$ cat src/rtl/wash_seq.sv
// Wash-cycle sequencer: prices and validates a programme at start, then steps
// FILL/WASH/DRAIN/RINSE/SPIN on a seconds prescaler with pause, lid hold and abort.
module wash_seq #(
  parameter int TICK_DIV = 66000000
) (
  input  logic               clk,
  input  logic               rst,
  input  logic               start,
  input  logic [1:0]         mode,
  input  logic [4:0]         weight,
  input  logic signed [11:0] bal_in,
  input  logic               lid_open,
  input  logic               pause,
  input  logic               abort,
  output logic [2:0]         phase,
  output logic [5:0]         phase_left,
  output logic [6:0]         total_left,
  output logic signed [11:0] bal_out,
  output logic               busy,
  output logic               done,
  output logic               valve,
  output logic               motor,
  output logic               pump,
  output logic               spin_hi
);

  // start, pause and abort are single-cycle request pulses sampled on the
  // rising edge; there is no ready/acknowledge, an ignored pulse is simply lost.

  typedef enum logic [2:0] {
    S_IDLE  = 3'd0,
    S_FILL  = 3'd1,
    S_WASH  = 3'd2,
    S_DRAIN = 3'd3,
    S_RINSE = 3'd4,
    S_SPIN  = 3'd5,
    S_HOLD  = 3'd6,
    S_ERR   = 3'd7
  } state_t;

  localparam int CW = $clog2(TICK_DIV);
  localparam logic [CW-1:0] TICK_LAST = CW'(TICK_DIV - 1);

  state_t          state, n_state;
  state_t          held, n_held;
  state_t          first_run, nx_run;
  logic [1:0]      mode_r, n_mode;
  logic [4:0]      weight_r, n_weight;
  logic [5:0]      n_pl;
  logic [6:0]      n_tl;
  logic signed [11:0] n_bal;
  logic            n_done;
  logic [CW-1:0]   cnt, n_cnt;
  logic            tick;
  logic [5:0]      price;
  logic [6:0]      prog_sum;
  logic            reject;

  function automatic logic [5:0] dur(input state_t ph, input logic [1:0] m,
                                     input logic [4:0] w);
    logic [5:0] d;
    d = 6'd0;
    case (ph)
      S_FILL:  d = (m == 2'd3) ? 6'd0 : 6'd3;
      S_WASH: begin
        case (m)
          2'd0:    d = 6'd10 + {1'b0, w};
          2'd1:    d = 6'd20 + {1'b0, w};
          2'd2:    d = 6'd30 + {1'b0, w};
          default: d = 6'd0;
        endcase
      end
      S_DRAIN: d = 6'd3;
      S_RINSE: begin
        case (m)
          2'd0:    d = 6'd5;
          2'd1:    d = 6'd10;
          2'd2:    d = 6'd15;
          default: d = 6'd0;
        endcase
      end
      S_SPIN: begin
        case (m)
          2'd0:    d = 6'd5;
          2'd1:    d = 6'd8;
          default: d = 6'd10;
        endcase
      end
      default: d = 6'd0;
    endcase
    return d;
  endfunction

  // First non-zero phase strictly after 'from'; S_IDLE when the programme is over.
  function automatic state_t next_run(input state_t from, input logic [1:0] m,
                                      input logic [4:0] w);
    state_t nx;
    nx = S_IDLE;
    for (int i = 5; i >= 1; i--) begin
      if (i > int'(from) && dur(state_t'(3'(i)), m, w) != 6'd0)
        nx = state_t'(3'(i));
    end
    return nx;
  endfunction

  always_comb begin
    price = 6'd0;
    case (mode)
      2'd0:    price = 6'd5 + {1'b0, weight};
      2'd1:    price = 6'd8 + {1'b0, weight};
      2'd2:    price = 6'd12 + {1'b0, weight};
      default: price = 6'd3;
    endcase
  end

  assign prog_sum = 7'(dur(S_FILL, mode, weight)) + 7'(dur(S_WASH, mode, weight))
                  + 7'(dur(S_DRAIN, mode, weight)) + 7'(dur(S_RINSE, mode, weight))
                  + 7'(dur(S_SPIN, mode, weight));
  assign reject    = (weight > 5'd20) || (bal_in < $signed({6'd0, price}));
  assign first_run = next_run(S_IDLE, mode, weight);
  assign nx_run    = next_run(state, mode_r, weight_r);
  assign tick      = (cnt == TICK_LAST);

  always_comb begin
    n_state  = state;
    n_held   = held;
    n_mode   = mode_r;
    n_weight = weight_r;
    n_pl     = phase_left;
    n_tl     = total_left;
    n_bal    = bal_out;
    n_done   = 1'b0;
    n_cnt    = cnt;
    case (state)
      S_IDLE, S_ERR: begin
        if (start) begin
          if (reject) begin
            n_state = S_ERR;
          end else begin
            n_state  = first_run;
            n_bal    = bal_in - $signed({6'd0, price});
            n_tl     = prog_sum;
            n_pl     = dur(first_run, mode, weight);
            n_mode   = mode;
            n_weight = weight;
            n_cnt    = '0;
          end
        end
      end
      S_HOLD: begin
        if (abort) begin
          n_state = S_IDLE;
          n_pl    = 6'd0;
          n_tl    = 7'd0;
          n_cnt   = '0;
        end else if (pause && !lid_open) begin
          n_state = held;
          n_cnt   = '0;
        end
      end
      default: begin
        if (tick) begin
          n_cnt = '0;
          n_tl  = total_left - 7'd1;
          if (phase_left <= 6'd1) begin
            if (nx_run == S_IDLE) begin
              n_state = S_IDLE;
              n_pl    = 6'd0;
              n_tl    = 7'd0;
              n_done  = 1'b1;
            end else begin
              n_state = nx_run;
              n_pl    = dur(nx_run, mode_r, weight_r);
            end
          end else begin
            n_pl = phase_left - 6'd1;
          end
        end else begin
          n_cnt = cnt + 1'b1;
        end
        // A tick that ends a phase still advances first, so HOLD remembers the new phase.
        if ((pause || lid_open) && n_state != S_IDLE) begin
          n_held  = n_state;
          n_state = S_HOLD;
          n_cnt   = '0;
        end
      end
    endcase
  end

  always_ff @(posedge clk or negedge rst) begin
    if (!rst) begin
      state      <= S_IDLE;
      held       <= S_IDLE;
      mode_r     <= 2'd0;
      weight_r   <= 5'd0;
      phase_left <= 6'd0;
      total_left <= 7'd0;
      bal_out    <= 12'sd0;
      done       <= 1'b0;
      cnt        <= '0;
      busy       <= 1'b0;
      valve      <= 1'b0;
      motor      <= 1'b0;
      pump       <= 1'b0;
      spin_hi    <= 1'b0;
    end else begin
      state      <= n_state;
      held       <= n_held;
      mode_r     <= n_mode;
      weight_r   <= n_weight;
      phase_left <= n_pl;
      total_left <= n_tl;
      bal_out    <= n_bal;
      done       <= n_done;
      cnt        <= n_cnt;
      busy       <= (n_state != S_IDLE) && (n_state != S_ERR);
      valve      <= (n_state == S_FILL);
      motor      <= (n_state == S_WASH) || (n_state == S_RINSE) || (n_state == S_SPIN);
      pump       <= (n_state == S_DRAIN) || (n_state == S_SPIN);
      spin_hi    <= (n_state == S_SPIN);
    end
  end

  assign phase = state;

endmodule

$ cat config.mk
export PLATFORM = sky130hd
export DESIGN_NAME = wash_seq
export DESIGN_NICKNAME = d
export VERILOG_FILES = /design/src/rtl/wash_seq.sv
export SDC_FILE = /design/constraint.sdc
export NUM_CORES = 1
export LEC_CHECK = 0
export ABC_AREA = 1
export CAP_MARGIN = 20
export CORE_UTILIZATION = 50
export DETAILED_ROUTE_END_ITERATION = 8
export HOLD_SLACK_MARGIN = 0.15
export PLACE_DENSITY = 0.72
export SYNTH_ARGS = -nofsm -noshare
export SYNTH_HDL_FRONTEND = slang
export SYNTH_SLANG_ARGS = --single-unit
$ cat constraint.sdc
create_clock -name clk -period 2.76 [get_ports clk]
set_input_delay 0.552 -clock clk [delete_from_list [all_inputs] [get_ports clk]]
set_output_delay 0.552 -clock clk [all_outputs]
set_load 0.05 [all_outputs]
==> flow_metrics.env, run 1 <==
export IMPL_num_vias=6025
export IMPL_gr_total_overflow=0
export IMPL_post_synth_top_area_fraction=0.305
export IMPL_yosys_cell_types_count=56
export IMPL_total_switching_power_mw=3.97
export IMPL_cts_buffers_inserted=9
export IMPL_h_tree_depth=3
export IMPL_power_density_nw_per_um2=965
export IMPL_layout_setup_ws_ps=-484
export IMPL_clock_power_share=0.145
export IMPL_final_min_period_over_clock_period=1.18
export IMPL_final_cell_count_no_fill=1091
export IMPL_fill_cells=782
export IMPL_post_synth_cell_area_avg_um2=7.46
export IMPL_relSlewSlack=0.591
export IMPL_worstPathArrival_ps=3470
export IMPL_fp_dieH_um=109
export IMPL_ir_drop_mv=0.842
export IMPL_first_pass_iters=5
export IMPL_count_of_unresolved_drc_violations_after_routing=0
export IMPL_grt_total_usage=0.304
export IMPL_tritoncts="yes"
export IMPL_wl_per_cell_um=16.6
export IMPL_final_period_minus_worst_setup_slack_ps=3240
export IMPL_cp_start_kind="input port"
export IMPL_area_sequential_um2=1750
export IMPL_leakage_power_nw=3.88
export IMPL_achievable_frequency_ghz=0.308
export IMPL_failing_checks="negative setup slack"
export IMPL_post_synth_edffs=0
export IMPL_area_growth_pct=45.6
export IMPL_synth_seq_area_share=0.305
export IMPL_clk_pin_slew_worst_paths_ps=60
export IMPL_asyncSetResetFlopFracSynth=1.00
export IMPL_layout_commonest_cell="nand2_1"
export IMPL_cap_viol_max_count=0
export IMPL_worst_hold_slack_ps=221
export IMPL_mappedNetlistNets=847
export IMPL_layout_common_cells="nand2_1, inv_1, buf_4"
export IMPL_drtAntennaViolNets=0
export IMPL_dominantRegCellSynth="dfrtp_1"
export IMPL_cts_root_buf="clkbuf_16"
export IMPL_synth_largest_area_cell="dfrtp_1"
export IMPL_largest_net_degree_at_the_start_of_global_routing=46
export IMPL_tightest_pin_transition_ps=613
export IMPL_drt_first_iter_violations=368
export IMPL_io_pins=59
export IMPL_critical_path_fanouts_max=3
export IMPL_postCtsHoldBufs=0
export IMPL_antenna_violations_before_repair=0
export IMPL_gpl_final_weighted_congestion=0.919
export IMPL_first_global_vias=6018
export IMPL_layout_nets=1023
export IMPL_antennaDiodeCount=0
export IMPL_critical_path_class="input port to flop"
export IMPL_post_syn_area_um2=5750
export IMPL_routed_via_density=5.52
export IMPL_combPwrFrac=0.658
export IMPL_timing_rr_start="mode_r[0]"
export IMPL_io_buffer_count=58
export IMPL_unrepaired_setup_endpoints_after_global_routing="true"
export IMPL_category_of_the_worst_setup_path_capture_point="flop"
export IMPL_die_x_um=109
export IMPL_grt_first_pass_wirelength_mm=28.2
export IMPL_detailed_place_hpwl_mm=11.6
export IMPL_worst_skew_pair_late_latency_ps=340
export IMPL_finalMaxSlewViolations=0
export IMPL_layout_drive_gt1_share=0.340
export IMPL_die_area_um2=11900
export IMPL_run_status="finished with violations"
export IMPL_number_of_endpoints_failing_setup_at_the_final_stage=66
export IMPL_postSynthRegisterBits=70
export IMPL_multiInputGateArea_um2=4020
export IMPL_rr_worst_depth=22
export IMPL_crit_required_ps=2990
export IMPL_tritoncts_num_sinks=70
export IMPL_seq_power_share=0.197
export IMPL_timing_clock_skew_ps=4.45
export IMPL_fp_row_count=38
export IMPL_power_share_switching=0.491
export IMPL_internal_power_mw=4.11
export IMPL_fp_coreArea_um2=11000
export IMPL_placed_cells_incl_taps=1030
export IMPL_cts_path_max_buffers=2
export IMPL_min_path_type="input port to asynchronous set/reset pin"
export IMPL_postRouteWirelength_mm=18.1
export IMPL_reg2reg_slack_ps=70
export IMPL_yosys_warnings=0
export IMPL_finalHoldViolations=0
export IMPL_synth_top_cells_by_area="dfrtp_1, nand2_1, ha_1"
export IMPL_syn_inst=770
export IMPL_start_util=0.521
export IMPL_reg2reg_to="cnt[5]"
==> logic make-up (layout without fill, tap and decap cells) <==
group,after synthesis,count (layout),synth area share
AOI/OAI and AO/OA,140,140,0.154
DFF,70,70,0.305
buffers and inverters,131,312,0.0927
xor gates and xnor gates,33,33,0.0503
and+or+nand+nor,344,344,0.280
adders and majority gates,52,52,0.118
==> registers in the layout (all words and copies together) (netlist names) <==
name and cells:
weight_r 5, held 3, busy 1, mode_r 2, total_left 7, cnt 26, spin_hi 1, valve 1
bal_out 12, pump 1, done 1, phase_left 6, motor 1, phase 3
==> synthesized netlist by cell type, types with 2 or more instances <==
cell / n
a21oi_1: 36
clkbuf_1: 4
fa_1: 4
o22ai_1: 3
xnor2_1: 8
ha_1: 48
nor4_1: 6
o21ai_0: 46
o22ai_2: 9
nand4_1: 15
inv_1: 111
buf_6: 2
nor3_2: 4
a211oi_1: 2
nand2_1: 164
inv_2: 7
a31oi_1: 2
nand3_2: 4
o211ai_1: 4
dfrtp_1: 70
a22oi_1: 4
a21oi_2: 2
nor3_1: 9
xor2_1: 25
o21ai_1: 15
nor2_1: 59
o21ai_2: 3
or2_2: 7
nand2_4: 3
nand2_2: 9
nand3_1: 48
nand3b_1: 4
a21boi_0: 3
nor2_2: 4
buf_2: 3
nor2_4: 3
==> metrics by stage <==
| step | instance area [µm²] | TNS (ps) | setup WS (ps) | util | total power [mW] |
|---|---|---|---|---|---|
| finish | 8370 | -23170 | -484 | 0.759 | 8.08 |
| global route | 8370 | -34830 | -718 | 0.759 | 8.57 |
| CTS | 8060 | -18180 | -446 | 0.731 | 7.57 |
| detailed placement | 7090 | -68450 | -1300 | 0.643 | 5.89 |
| global placement | 7090 | -59610 | -1060 | 0.643 | 5.75 |
| floorplan | 5840 | -12560 | -460 | - | 4.50 |
==> layer usage <==
metal  vias up  track usage  wire (µm)
li1       2891            -          -
met1      2889        0.379       7780
met2       202        0.534       9090
met3        43       0.0377        815
met4         0        0.119        444
met5         -            0          0
==> timing repair <==
item	in CTS	in global routing
endpoints found under the hold margin	0	0
gates resized for setup	126	96
pin swaps	29	47
gates cloned	6	1
buffers inserted	42	15
endpoints found under the setup margin	66	69
==> layout make-up <==
class	instances	area share
tap	140	0.0209
inverter	119	0.0565
clock inverter	6	0.00747
sequential	70	0.209
multi-input combinational	569	0.480
clock buffer	10	0.0274
timing repair inverter	1	0.000747
timing repair buffer	176	0.198
==> critical path, cell delays in order <==
cell	delay, ps
buf_8	100
clkinvlp_4	80
ha_4	140
clkinv_4	50
fa_1	510
a21oi_1	40
nor2_1	130
nor2_1	70
ha_1	330
ha_4	290
ha_4	200
buf_4	130
inv_2	60
nor2_4	40
o21ai_2	140
nand2_2	80
nand2_2	80
a21oi_2	50
o21ai_1	140
o211ai_1	130
o21a_1	130
==> power by group through the flow <==
stage               registers (mW)  clock network (mW)  logic [mW]
floorplan                     2.22                   0        2.28
global placement              1.56                   0        4.20
detailed placement            1.57                   0        4.32
CTS                           1.56                1.17        4.83
global route                  1.63                1.21        5.72
finish                        1.59                1.17        5.31
==> worst max path at each step <==
| stage | start | endpoint | slack [ps] | depth (start not counted) |
|---|---|---|---|---|
| floorplan | mode[0] | total_left[5] | -460 | 20 |
| global placement | mode[0] | total_left[5] | -1060 | 21 |
| detailed placement | mode[0] | total_left[5] | -1300 | 21 |
| CTS | mode[0] | total_left[5] | -450 | 21 |
| global route | mode[0] | total_left[6] | -720 | 22 |
| finish | mode[0] | total_left[6] | -480 | 21 |
Power figures use the tool's default switching activity.
==> inputs of run 2 (changes only) <==
ABC_AREA = 0   (was 1)
==> run 2 against run 1 <==
- register-to-register slack lost 120 ps
- flip-flop and latch count unchanged
- clock-buffer cell count rose by 1
- first-iteration DRC count rose by 8.4%
- sequential power about the same
- final cell count fell by 8.3%
- largest cell class unchanged
- sequential share of layout area up 0.63 points
- the run still ends with negative setup slack left
- largest power group unchanged
- global-route usage increased by 0.26 points
==> flow_metrics.env, run 2 <==
export IMPL_cts_path_max_buffers=2
export IMPL_final_min_period_over_clock_period=1.13
export IMPL_yosys_warnings=0
export IMPL_num_vias=5912
export IMPL_rr_worst_depth=11
export IMPL_final_period_minus_worst_setup_slack_ps=3130
export IMPL_totalNegativeSetupSlack_ps=-11310
export IMPL_gpl_final_weighted_congestion=0.971
export IMPL_relSlewSlack=0.449
export IMPL_cts_buffers_inserted=9
export IMPL_tritoncts="yes"
export IMPL_antenna_violations_before_repair=0
export IMPL_totalPowerFinal_mw=7.85
export IMPL_pre_cts_slack_ps=-1410
export IMPL_fp_row_count=38
export IMPL_synth_largest_area_cell="dfrtp_1"
export IMPL_worstPathArrival_ps=3380
export IMPL_worst_skew_pair_late_latency_ps=360
export IMPL_layout_drive_gt1_share=0.310
export IMPL_post_synth_edffs=0
export IMPL_dominantRegCellSynth="dfrtp_1"
export IMPL_reg2reg_to="phase_left[1]"
export IMPL_asyncSetResetFlopFracSynth=1.00
export IMPL_wl_per_cell_um=17.4
export IMPL_critical_path_class="input port to flop"
export IMPL_min_path_type="input port to asynchronous set/reset pin"
export IMPL_leakage_power_nw=3.61
export IMPL_power_density_nw_per_um2=966
export IMPL_layout_setup_ws_ps=-371
export IMPL_first_pass_iters=7
export IMPL_layout_common_cells="buf_4, dfrtp_1, nor2_1"
export IMPL_cap_viol_max_count=0
export IMPL_grt_total_usage=0.307
export IMPL_h_tree_depth=3
export IMPL_critical_path_fanouts_max=4
export IMPL_start_util=0.513
export IMPL_synth_seq_area_share=0.315
export IMPL_placed_cells_incl_taps=954
export IMPL_syn_inst=686
export IMPL_crit_required_ps=3010
export IMPL_antennaDiodeCount=0
export IMPL_post_synth_cell_area_avg_um2=8.11
export IMPL_synth_top_cells_by_area="dfrtp_1, ha_1, o21ai_0"
export IMPL_post_synth_top_area_fraction=0.315
export IMPL_tightest_pin_transition_ps=819
export IMPL_finalMaxSlewViolations=0
export IMPL_failing_checks="negative setup slack"
export IMPL_ir_drop_mv=0.854
export IMPL_number_of_endpoints_failing_setup_at_the_final_stage=66
export IMPL_cp_start_kind="input port"
export IMPL_synth_most_common_cell="o21ai_0"
export IMPL_worst_hold_slack_ps=250
export IMPL_yosys_cell_types_count=69
export IMPL_die_area_um2=11600
export IMPL_drt_first_iter_violations=399
export IMPL_layout_nets=934
export IMPL_final_cell_count_no_fill=1000
export IMPL_first_global_vias=5765
export IMPL_largest_net_degree_at_the_start_of_global_routing=32
export IMPL_largest_register="cnt"
export IMPL_io_buffer_count=58
export IMPL_achievable_frequency_ghz=0.319
export IMPL_postCtsHoldBufs=0
export IMPL_run_status="finished with violations"
export IMPL_detailed_place_hpwl_mm=11.6
export IMPL_tritoncts_num_sinks=70
export IMPL_gr_total_overflow=0
export IMPL_largest_reg_flops=26
export IMPL_routed_via_density=5.91
export IMPL_layout_commonest_cell="buf_4"
export IMPL_reg_top3="cnt x26, bal_out x12, total_left x7"
export IMPL_fp_coreArea_um2=10800
export IMPL_timing_clock_skew_ps=9.44
export IMPL_die_x_um=108
export IMPL_category_of_the_worst_setup_path_capture_point="flop"
export IMPL_fp_dieH_um=108
export IMPL_finalHoldViolations=0
export IMPL_ys_top_cells_by_count="o21ai_0, nand2_1, dfrtp_1, nor2_1"
export IMPL_postSynthRegisterBits=70
export IMPL_unrepaired_setup_endpoints_after_global_routing="true"
export IMPL_post_syn_area_um2=5570
export IMPL_io_pins=59
export IMPL_cts_root_buf="clkbuf_8"
export IMPL_drtAntennaViolNets=0
export IMPL_grt_first_pass_wirelength_mm=27.9
export IMPL_area_growth_pct=46.0
export IMPL_mappedNetlistNets=763
export IMPL_timing_rr_start="mode_r[0]"
export IMPL_clk_pin_slew_worst_paths_ps=70
export IMPL_count_of_unresolved_drc_violations_after_routing=0
export IMPL_reg2reg_slack_ps=-50
export IMPL_postRouteWirelength_mm=17.4
-- run 2: cell types whose count changed after synthesis, sizes merged, moves of 11 or more --
cell,before,now
clkbuf,6,20
nand2b,0,16
o21ai,65,84
a21o,1,12
inv,118,34
nand3,52,24
nand2,176,79
-- run 2: area by class of cell --
cell class	instances	area (µm²)
Timing Repair Buffer	190	1770
Sequential cell	70	1750
Multi-Input combinational cell	552	4120
Clock buffer	11	151
Fill cell	769	2720
Clock inverter	3	21.3
Inverter	34	136
Tap cell	140	175
-- run 2: repair_timing --
action                                  in CTS  in global routing
buffers inserted                            20                  6
endpoints found under the setup margin      66                 66
cloned                                       5                  3
pin swaps                                   55                 20
gates resized for setup                    178                 40
-- run 2: critical path: stages --
cell and delay [ps]:
buf_8 100, clkinvlp_4 90, ha_4 160, inv_2 40, fa_1 480, nor2_1 50
a21oi_1 130, nor2_1 60, ha_1 300, ha_4 280, ha_4 200, nor2b_4 130
o21ai_2 100, nand2b_1 80, buf_4 160, xnor2_4 150, o22ai_1 90, a22o_1 210
-- run 2: logic make-up (layout without fill, tap and decap cells) --
group / after synthesis / after routing / share of synthesized area
adders and majority gates: 52 / 52 / 0.122
AOI/OAI and AO/OA: 215 / 215 / 0.247
DFF: 70 / 70 / 0.315
and+or+nand+nor: 250 / 251 / 0.214
xor gates and xnor gates: 29 / 29 / 0.0456
muxes: 5 / 5 / 0.00922
buffers and inverters: 65 / 238 / 0.0474
-- run 2: worst max path at each step --
stage                 start       endpoint  slack (ps)  depth (start not counted)
floorplan           mode[0]  total_left[6]        -510                         17
global placement    mode[0]        cnt[22]       -1330                         16
detailed placement  mode[0]         cnt[3]       -1410                         18
CTS                 mode[0]  total_left[4]        -340                         18
global route        mode[0]  total_left[6]        -430                         18
finish              mode[0]  total_left[4]        -370                         18
-- run 2: per-stage QoR --
stage / instance area, µm² / util
after floorplan: 5680 / -
after global placement: 7050 / 0.650
after detailed placement: 7050 / 0.650
after CTS: 7880 / 0.727
after global routing: 8130 / 0.750
final: 8130 / 0.750
-- run 2: report_power, final --
part,total [mW],internal (mW),switching [mW]
Sequential,1.61,1.30,0.306
Combinational,5.48,2.40,3.08
Clock,0.758,0.365,0.393
Total,7.85,4.07,3.78
-- run 2: metal layers --
| metal | track usage | part of all wire | vias up |
|---|---|---|---|
| met5 | 0 | 0 | - |
| met4 | 0.0998 | 0.023 | 0 |
| met3 | 0.0605 | 0.062 | 33 |
| met2 | 0.527 | 0.50 | 215 |
| met1 | 0.385 | 0.42 | 2863 |
| li1 | - | - | 2801 |
==> inputs of run 3 (changes only) <==
ABC_AREA = default   (was 0)
==> results of run 3 <==
Same layout as run 2: the final DEF is identical, and so are final timing and power.
